`src/rtl/usb_pkg.sv`:
```
// Shared USB constants: PIDs, standard request codes, token field offsets, FSM state types.
package usb_pkg;

  // Full 8-bit PIDs, including the complemented check nibble
  localparam logic [7:0] PID_OUT   = 8'hE1;
  localparam logic [7:0] PID_IN    = 8'h69;
  localparam logic [7:0] PID_SOF   = 8'hA5;
  localparam logic [7:0] PID_SETUP = 8'h2D;
  localparam logic [7:0] PID_DATA0 = 8'hC3;
  localparam logic [7:0] PID_DATA1 = 8'h4B;
  localparam logic [7:0] PID_DATA2 = 8'h87;
  localparam logic [7:0] PID_MDATA = 8'h0F;
  localparam logic [7:0] PID_ACK   = 8'hD2;
  localparam logic [7:0] PID_NAK   = 8'h5A;
  localparam logic [7:0] PID_STALL = 8'h1E;
  localparam logic [7:0] PID_NYET  = 8'h96;
  localparam logic [7:0] PID_PING  = 8'hB4;

  // Standard request codes and the request types this engine accepts
  localparam logic [7:0] REQ_CLEAR_FEATURE     = 8'd1;
  localparam logic [7:0] REQ_SET_FEATURE       = 8'd3;
  localparam logic [7:0] REQ_SET_ADDRESS       = 8'd5;
  localparam logic [7:0] REQ_SET_CONFIGURATION = 8'd9;
  localparam logic [7:0] RT_STD_DEV_OUT        = 8'h00;
  localparam logic [7:0] RT_STD_EP_OUT         = 8'h02;

  // Token field LSB positions
  localparam int unsigned TOK_PID_LSB  = 0;
  localparam int unsigned TOK_ADDR_LSB = 8;
  localparam int unsigned TOK_EP_LSB   = 15;
  localparam int unsigned TOK_CRC_LSB  = 19;

  typedef enum logic [2:0] {StIdle, StRxSetup, StDrain, StTx, StWaitAck} ctrl_state_e;
  typedef enum logic [1:0] {HsIdle, HsStart, HsEnd} hs_state_e;

endpackage

```
`src/rtl/usb_hs_tx.sv`:
```
// One-PID packet sequencer: start pulse carrying the PID, wait for the transmitter, stop pulse.
module usb_hs_tx
  import usb_pkg::*;
(
  input  logic       clk,
  input  logic       nrst,
  input  logic       start,
  input  logic [7:0] pid_in,
  input  logic       data_o_strb,
  input  logic       data_o_fail,
  output logic [7:0] data_o,
  output logic       data_o_start_stop,
  output logic       done,
  output logic       ok
);

  hs_state_e  state_q, state_d;
  logic [7:0] pid_q;

  // State register and PID latch
  always_ff @(posedge clk or negedge nrst) begin
    if (!nrst) begin
      state_q <= HsIdle;
      pid_q   <= 8'h00;
    end else begin
      state_q <= state_d;
      if (start) pid_q <= pid_in;
    end
  end

  // Next state and transmitter-facing outputs
  always_comb begin
    state_d           = state_q;
    data_o            = 8'h00;
    data_o_start_stop = 1'b0;
    done              = 1'b0;
    ok                = 1'b0;
    unique case (state_q)
      HsIdle: if (start) state_d = HsStart;
      HsStart: begin
        data_o            = pid_q;
        data_o_start_stop = 1'b1;
        if (data_o_fail) begin
          done    = 1'b1;
          state_d = HsIdle;
        end else begin
          state_d = HsEnd;
        end
      end
      HsEnd: begin
        if (data_o_fail) begin
          done    = 1'b1;
          state_d = HsIdle;
        end else if (data_o_strb) begin
          data_o_start_stop = 1'b1;
          done              = 1'b1;
          ok                = 1'b1;
          state_d           = HsIdle;
        end
      end
      default: state_d = HsIdle;
    endcase
  end

endmodule

```
`src/rtl/usb_ctrl_ep.sv`:
```
// Control endpoint engine: receives SETUP, executes no-data standard requests, runs status stage.
module usb_ctrl_ep
  import usb_pkg::*;
#(
  parameter int unsigned NUM_EP  = 2,
  parameter int unsigned TIMEOUT = 1023
) (
  input  logic              clk,
  input  logic              nrst,
  input  logic [23:0]       token_in,
  input  logic              token_in_strb,
  input  logic [7:0]        data_in,
  input  logic              data_in_strb,
  input  logic              data_in_end,
  input  logic              data_in_fail,
  input  logic [7:0]        pid,
  output logic [7:0]        data_o,
  output logic              data_o_start_stop,
  input  logic              data_o_strb,
  input  logic              data_o_fail,
  output logic [6:0]        dev_addr,
  output logic              configured,
  output logic [NUM_EP-1:0] ep_stall,
  output logic [63:0]       setup_pkt,
  output logic              setup_valid
);

  ctrl_state_e state_q, state_d;
  logic [3:0]  cnt_q, cnt_d;
  logic [63:0] buf_q, buf_d;
  logic [9:0]  tmr_q, tmr_d;
  logic        status_pending_q, status_pending_d;
  logic [6:0]  pend_addr_q, pend_addr_d;
  logic        addr_req_q, addr_req_d;
  logic        zlp_q, zlp_d;
  logic [6:0]  dev_addr_q, dev_addr_d;
  logic        configured_q, configured_d;
  logic [NUM_EP-1:0] ep_stall_q;
  logic [15:0] stall_ext, stall_d;
  logic [63:0] setup_pkt_q, setup_pkt_d;
  logic        setup_valid_d, setup_valid_q;
  logic        hs_start, hs_done, hs_ok;
  logic [7:0]  hs_pid;

  logic [7:0]  tok_pid;
  logic [6:0]  tok_addr;
  logic [3:0]  tok_ep;
  logic        tok_match;
  logic        unused_crc;

  assign tok_pid    = token_in[TOK_PID_LSB +: 8];
  assign tok_addr   = token_in[TOK_ADDR_LSB +: 7];
  assign tok_ep     = token_in[TOK_EP_LSB +: 4];
  assign unused_crc = ^token_in[TOK_CRC_LSB +: 5];
  assign tok_match  = token_in_strb && (tok_addr == dev_addr_q) && (32'(tok_ep) < NUM_EP);
  assign stall_ext  = 16'(ep_stall_q);

  // SETUP payload fields, valid once all 8 bytes are buffered
  logic [7:0]  bm_req_type, b_request;
  logic [15:0] w_value, w_index, w_length;
  assign bm_req_type = buf_q[7:0];
  assign b_request   = buf_q[15:8];
  assign w_value     = buf_q[31:16];
  assign w_index     = buf_q[47:32];
  assign w_length    = buf_q[63:48];

  // Control state and request-result registers
  always_ff @(posedge clk or negedge nrst) begin
    if (!nrst) begin
      state_q          <= StIdle;
      cnt_q            <= 4'd0;
      buf_q            <= 64'd0;
      tmr_q            <= 10'd0;
      status_pending_q <= 1'b0;
      pend_addr_q      <= 7'd0;
      addr_req_q       <= 1'b0;
      zlp_q            <= 1'b0;
      dev_addr_q       <= 7'd0;
      configured_q     <= 1'b0;
      ep_stall_q       <= '0;
      setup_pkt_q      <= 64'd0;
      setup_valid_q    <= 1'b0;
    end else begin
      state_q          <= state_d;
      cnt_q            <= cnt_d;
      buf_q            <= buf_d;
      tmr_q            <= tmr_d;
      status_pending_q <= status_pending_d;
      pend_addr_q      <= pend_addr_d;
      addr_req_q       <= addr_req_d;
      zlp_q            <= zlp_d;
      dev_addr_q       <= dev_addr_d;
      configured_q     <= configured_d;
      ep_stall_q       <= stall_d[NUM_EP-1:0];
      setup_pkt_q      <= setup_pkt_d;
      setup_valid_q    <= setup_valid_d;
    end
  end

  // Next-state logic, SETUP decode and handshake launch
  always_comb begin
    state_d          = state_q;
    cnt_d            = cnt_q;
    buf_d            = buf_q;
    tmr_d            = tmr_q;
    status_pending_d = status_pending_q;
    pend_addr_d      = pend_addr_q;
    addr_req_d       = addr_req_q;
    zlp_d            = zlp_q;
    dev_addr_d       = dev_addr_q;
    configured_d     = configured_q;
    stall_d          = stall_ext;
    setup_pkt_d      = setup_pkt_q;
    setup_valid_d    = 1'b0;
    hs_start         = 1'b0;
    hs_pid           = PID_ACK;
    unique case (state_q)
      StIdle: begin
        if (tok_match) begin
          if (tok_pid == PID_SETUP && tok_ep == 4'd0) begin
            // A new SETUP abandons any unfinished status stage
            state_d          = StRxSetup;
            cnt_d            = 4'd0;
            status_pending_d = 1'b0;
          end else if ((tok_pid == PID_IN || tok_pid == PID_OUT) && stall_ext[tok_ep]) begin
            if (tok_pid == PID_OUT) begin
              state_d = StDrain;
            end else begin
              hs_start = 1'b1;
              hs_pid   = PID_STALL;
              zlp_d    = 1'b0;
              state_d  = StTx;
            end
          end else if (tok_pid == PID_IN && tok_ep == 4'd0 && status_pending_q) begin
            hs_start = 1'b1;
            hs_pid   = PID_DATA1;
            zlp_d    = 1'b1;
            state_d  = StTx;
          end
        end
      end
      StRxSetup: begin
        if (data_in_fail) begin
          state_d = StIdle;
        end else if (data_in_end) begin
          if (pid == PID_DATA0 && cnt_q == 4'd8) begin
            setup_valid_d = 1'b1;
            setup_pkt_d   = buf_q;
            stall_d[0]    = 1'b0;
            addr_req_d    = 1'b0;
            if (w_length == 16'd0 && bm_req_type == RT_STD_DEV_OUT &&
                b_request == REQ_SET_ADDRESS) begin
              pend_addr_d      = w_value[6:0];
              addr_req_d       = 1'b1;
              status_pending_d = 1'b1;
            end else if (w_length == 16'd0 && bm_req_type == RT_STD_DEV_OUT &&
                         b_request == REQ_SET_CONFIGURATION) begin
              configured_d     = |w_value[7:0];
              status_pending_d = 1'b1;
            end else if (w_length == 16'd0 && bm_req_type == RT_STD_EP_OUT &&
                         (b_request == REQ_CLEAR_FEATURE || b_request == REQ_SET_FEATURE) &&
                         w_value == 16'd0 && 32'(w_index[3:0]) < NUM_EP) begin
              // EP0 halt is cleared by every SETUP, so it is never set here
              if (w_index[3:0] != 4'd0) stall_d[w_index[3:0]] = (b_request == REQ_SET_FEATURE);
              status_pending_d = 1'b1;
            end else begin
              stall_d[0]       = 1'b1;
              status_pending_d = 1'b0;
            end
            hs_start = 1'b1;
            hs_pid   = PID_ACK;
            zlp_d    = 1'b0;
            state_d  = StTx;
          end else begin
            state_d = StIdle;
          end
        end else if (data_in_strb) begin
          if (cnt_q < 4'd8) buf_d[{cnt_q[2:0], 3'b000} +: 8] = data_in;
          if (cnt_q != 4'd9) cnt_d = cnt_q + 4'd1;
        end
      end
      StDrain: begin
        if (data_in_fail) begin
          state_d = StIdle;
        end else if (data_in_end) begin
          hs_start = 1'b1;
          hs_pid   = PID_STALL;
          zlp_d    = 1'b0;
          state_d  = StTx;
        end
      end
      StTx: begin
        if (hs_done) begin
          if (zlp_q && hs_ok) begin
            state_d = StWaitAck;
            tmr_d   = 10'(TIMEOUT);
          end else begin
            state_d = StIdle;
          end
        end
      end
      StWaitAck: begin
        if (token_in_strb) begin
          if (tok_pid == PID_ACK) begin
            if (addr_req_q) dev_addr_d = pend_addr_q;
            status_pending_d = 1'b0;
          end
          state_d = StIdle;
        end else if (tmr_q == 10'd0) begin
          state_d = StIdle;
        end else begin
          tmr_d = tmr_q - 10'd1;
        end
      end
      default: state_d = StIdle;
    endcase
  end

  usb_hs_tx u_hs_tx (
    .clk               (clk),
    .nrst              (nrst),
    .start             (hs_start),
    .pid_in            (hs_pid),
    .data_o_strb       (data_o_strb),
    .data_o_fail       (data_o_fail),
    .data_o            (data_o),
    .data_o_start_stop (data_o_start_stop),
    .done              (hs_done),
    .ok                (hs_ok)
  );

  assign dev_addr    = dev_addr_q;
  assign configured  = configured_q;
  assign ep_stall    = ep_stall_q;
  assign setup_pkt   = setup_pkt_q;
  assign setup_valid = setup_valid_q;

endmodule

```
`config.mk`:
```
export PLATFORM = sky130hd
export DESIGN_NAME = usb_ctrl_ep
export DESIGN_NICKNAME = d
export VERILOG_FILES = /design/src/rtl/usb_pkg.sv /design/src/rtl/usb_hs_tx.sv /design/src/rtl/usb_ctrl_ep.sv
export SDC_FILE = /design/constraint.sdc
export NUM_CORES = 1
export LEC_CHECK = 0
export ABC_CLOCK_PERIOD_IN_PS = 2900
export BUFFER_PORTS_ARGS = -buffer_cell sky130_fd_sc_hd__buf_2
export CELL_PAD_IN_SITES_DETAIL_PLACEMENT = 1
export CELL_PAD_IN_SITES_GLOBAL_PLACEMENT = 2
export CORE_ASPECT_RATIO = 1.5
export CORE_MARGIN = 4
export CORE_UTILIZATION = 36
export DETAILED_ROUTE_END_ITERATION = 8
export PLACE_DENSITY = 0.92
export SKIP_LAST_GASP = 1
export SLEW_MARGIN = 15
export SYNTH_ARGS = -nofsm -noshare
export SYNTH_HDL_FRONTEND = slang
export SYNTH_SLANG_ARGS = --single-unit
export TNS_END_PERCENT = 30
```
`constraint.sdc`:
```
create_clock -name clk -period 2.9 [get_ports clk]
set_clock_uncertainty 0.1 [all_clocks]
set_input_delay 0.58 -clock clk [delete_from_list [all_inputs] [get_ports clk]]
set_output_delay 0.58 -clock clk [all_outputs]
set_load 0.01 [all_outputs]
```
==> flow_summary.json <==
{
  "ctsHoldBuffers": 0,
  "critPathLaunch": "tmr_q[2]",
  "netlist.area_leader.share_pct": 56.8,
  "max_stage_delay_ns": 0.60,
  "cts_tree": "done",
  "r2r-end": "state_q[1]",
  "drc_errors": 0,
  "vdd_ir_drop_max_mv": 0.321,
  "cts_setup_buffers": 0,
  "place_area_um2": 8770,
  "cts_htree_levels": 4,
  "p_per_area_nw_per_um2": 524,
  "gp_congestion": 0.815,
  "die_y_um": 187,
  "yosys_warnings": 0,
  "place_inst": 1114,
  "finalHoldViolations": 4,
  "nNetsFinal": 921,
  "critical_path.endpoint": "state_q[1]",
  "numCtsBuffers": 17,
  "syn_area_per_cell_um2": 10.6,
  "violations": "negative hold slack",
  "holdWs_ns": -0.0104,
  "start_kind": "register",
  "slew_viol_final": 0,
  "arrival_ns": 2.77,
  "tightest_slew_ns": 0.548,
  "critPathSlowestCell": "or4_1",
  "synth.most_common_cell": "nand2_1",
  "rsz0062_at_grt": "no",
  "grt_pass1_wl_um": 33600,
  "async_reset_ff_share_pct": 100,
  "track_usage_pct": 17.9,
  "coreArea_um2": 21100,
  "fin_tns_setup_ns": 0,
  "postCtsResizedCells": 0,
  "grt-ovfl-total": 0,
  "antenna_found_initial": 0,
  "cp-end-kind": "register",
  "area_growth_pct": 21.3,
  "syn_nets": 783,
  "required_ns": 3.11,
  "slew_headroom_pct": 63.1,
  "path_class": "register to register",
  "wl_um": 20300,
  "yosys.area.top_type": "dfrtp_1",
  "drtIter0Drc": 259,
  "ys_ff_latch": 175,
  "cap_violations": 0,
  "wl_per_cell_um": 17.7,
  "cts_sinks": 175,
  "drive_above_1_share_pct": 30.8,
  "setup_viol": 0,
  "via_per_inst": 5.04,
  "synth_cell_types": 56,
  "p_leak_nw": 5.14,
  "fin_cells": 1146,
  "status": "finished, violations left",
  "total_power_mw": 4.91,
  "post-route-min-period_ns": 2.55,
  "grt_pass1_vias": 6315,
  "num_vias": 5778,
  "stdcell_area_um2": 9360,
  "r2r_start": "tmr_q[2]",
  "fp.dieArea_um2": 23900,
  "die_w_um": 128,
  "clockBufferDepth": 2,
  "synth.top_cells.by_area": "dfrtp_1 (57%), nand2_1 (11%), mux2_2 (11%), mux2_4 (1.6%), ha_1 (1.3%)",
  "r2r_cells": 4,
  "portBuffers": 125,
  "insertion_delay_ns": 0.43,
  "post-dp-hpwl_um": 14700,
  "critPathMaxFanout": 7,
  "n_antenna_cell": 0,
  "rrSetupSlack_ns": 0.35,
  "first_pass_iters": 4,
  "cts-root-buf": "clkbuf_16",
  "ioPinCount": 132,
  "ant_nets": 0,
  "synthCells": 727,
  "ys.flop_type": "dfrtp_1",
  "synth_area_um2": 7710,
  "seq_area_frac_synth_pct": 56.8,
  "rows": 65,
  "grt_start_max_net_pins": 67,
  "fmax_mhz": 392,
  "synth_edf_count": 0,
  "holdCritPathClass": "input pin to async pin",
  "post-route-period-util_pct": 88.0,
  "clk_pin_slew_ns": 0.07,
  "start_util_pct": 36.6,
  "crit_chain": "or4_1, o41a_1, nor4b_2, mux2_2",
  "netlist_top_cells_count": "nand2_1 (231), dfrtp_1 (175), mux2_2 (72)"
}
report_power, final:
| part | internal [mW] | switching, mW |
|---|---|---|
| Combinational | 0.0485 | 0.109 |
| Sequential | 2.44 | 0.00349 |
| Clock | 1.32 | 0.980 |
worst min-delay path by stage:
stage | cells after the start | to | start | slack, ns
5_1_grt | 1 | dev_addr[5] | nrst | 0.02
6_report | 1 | dev_addr[5] | nrst | -0.01
4_1_cts | 1 | dev_addr[5] | nrst | 0.002
3_5_place_dp | 2 | setup_pkt[54] | setup_pkt[54] | 0.35
2_1_floorplan | 0 | addr_req_q | nrst | 0.18
3_3_place_gp | 2 | setup_pkt[44] | setup_pkt[44] | 0.35
cells in the final DEF (no fill, tap or decap), types with 3 or more instances in the layout:
cell type and count:
nand2_1 231, dfrtp_1 175, buf_2 124, mux2_2 72, nor2_1 25, clkbuf_16 17, inv_1 15, nor3_1 15
buf_4 15, nor4_1 14, nand3_1 12, o21ai_0 11, xor2_1 9, and2_1 8, nand2b_1 8, mux2_4 8
ha_1 8, and3_1 7, nor2b_1 7, xnor2_1 7, nand4_1 7, or3_1 5, a31oi_1 4, buf_12 4
nor4bb_1 3, o21a_1 3, nor3b_1 3, or2_2 3, or4_1 3, nand3b_1 3, clkinv_2 3, inv_6 3
through the flow:
step           worst slack, ns  util (%)
3_5_place_dp             0.123      41.6
5_1_grt                  0.224      44.4
2_1_floorplan            0.390         -
6_report                 0.349      44.4
4_1_cts                  0.350      44.4
3_3_place_gp             0.133      41.6
registers in the layout (all words and copies together), names as in the netlist, 2 cells and up:
register and flops:
buf_q 64, setup_pkt 64, tmr_q 10, dev_addr 7, pend_addr_q 7, u_hs_tx.pid_q 7, cnt_q 4, state_q 3
ep_stall 2, u_hs_tx.state_q 2
critical path: cells and delay by family (launching register included):
| family | cells | cell delay, ns |
|---|---|---|
| and+or+nand+nor | 2 | 0.98 |
| DFF | 1 | 0.44 |
| muxes | 1 | 0.38 |
| AOI/OAI and AO/OA | 1 | 0.53 |
logic make-up (layout without fill, tap and decap cells):
kind of cell / Yosys count / in the layout / share of synthesized area [%]
and+or+nand+nor: 370 / 370 / 22.5
buffers and inverters: 40 / 191 / 2.09
DFF: 175 / 175 / 56.8
other: 1 / 1 / 0.0486
xor gates and xnor gates: 16 / 16 / 1.82
muxes: 82 / 82 / 12.3
adders and majority gates: 8 / 8 / 1.30
AOI/OAI and AO/OA: 35 / 35 / 3.11
final cells by class:
type | instances | area (um^2)
clock inverters | 12 | 134
fillers | 2380 | 11700
multi-input cells | 512 | 3180
flip-flops and latches | 175 | 4380
well taps | 268 | 335
repair buffers | 144 | 825
clock buffers | 20 | 457
inverters | 15 | 56.3
layer usage:
metal  GRT usage (%)  part of all wire, %
met2            31.7                   53
met5               0                    0
met1            21.2                   41
met3            3.23                  4.2
met4            6.90                  2.5
Note: power is estimated with default switching activity, not from simulation.
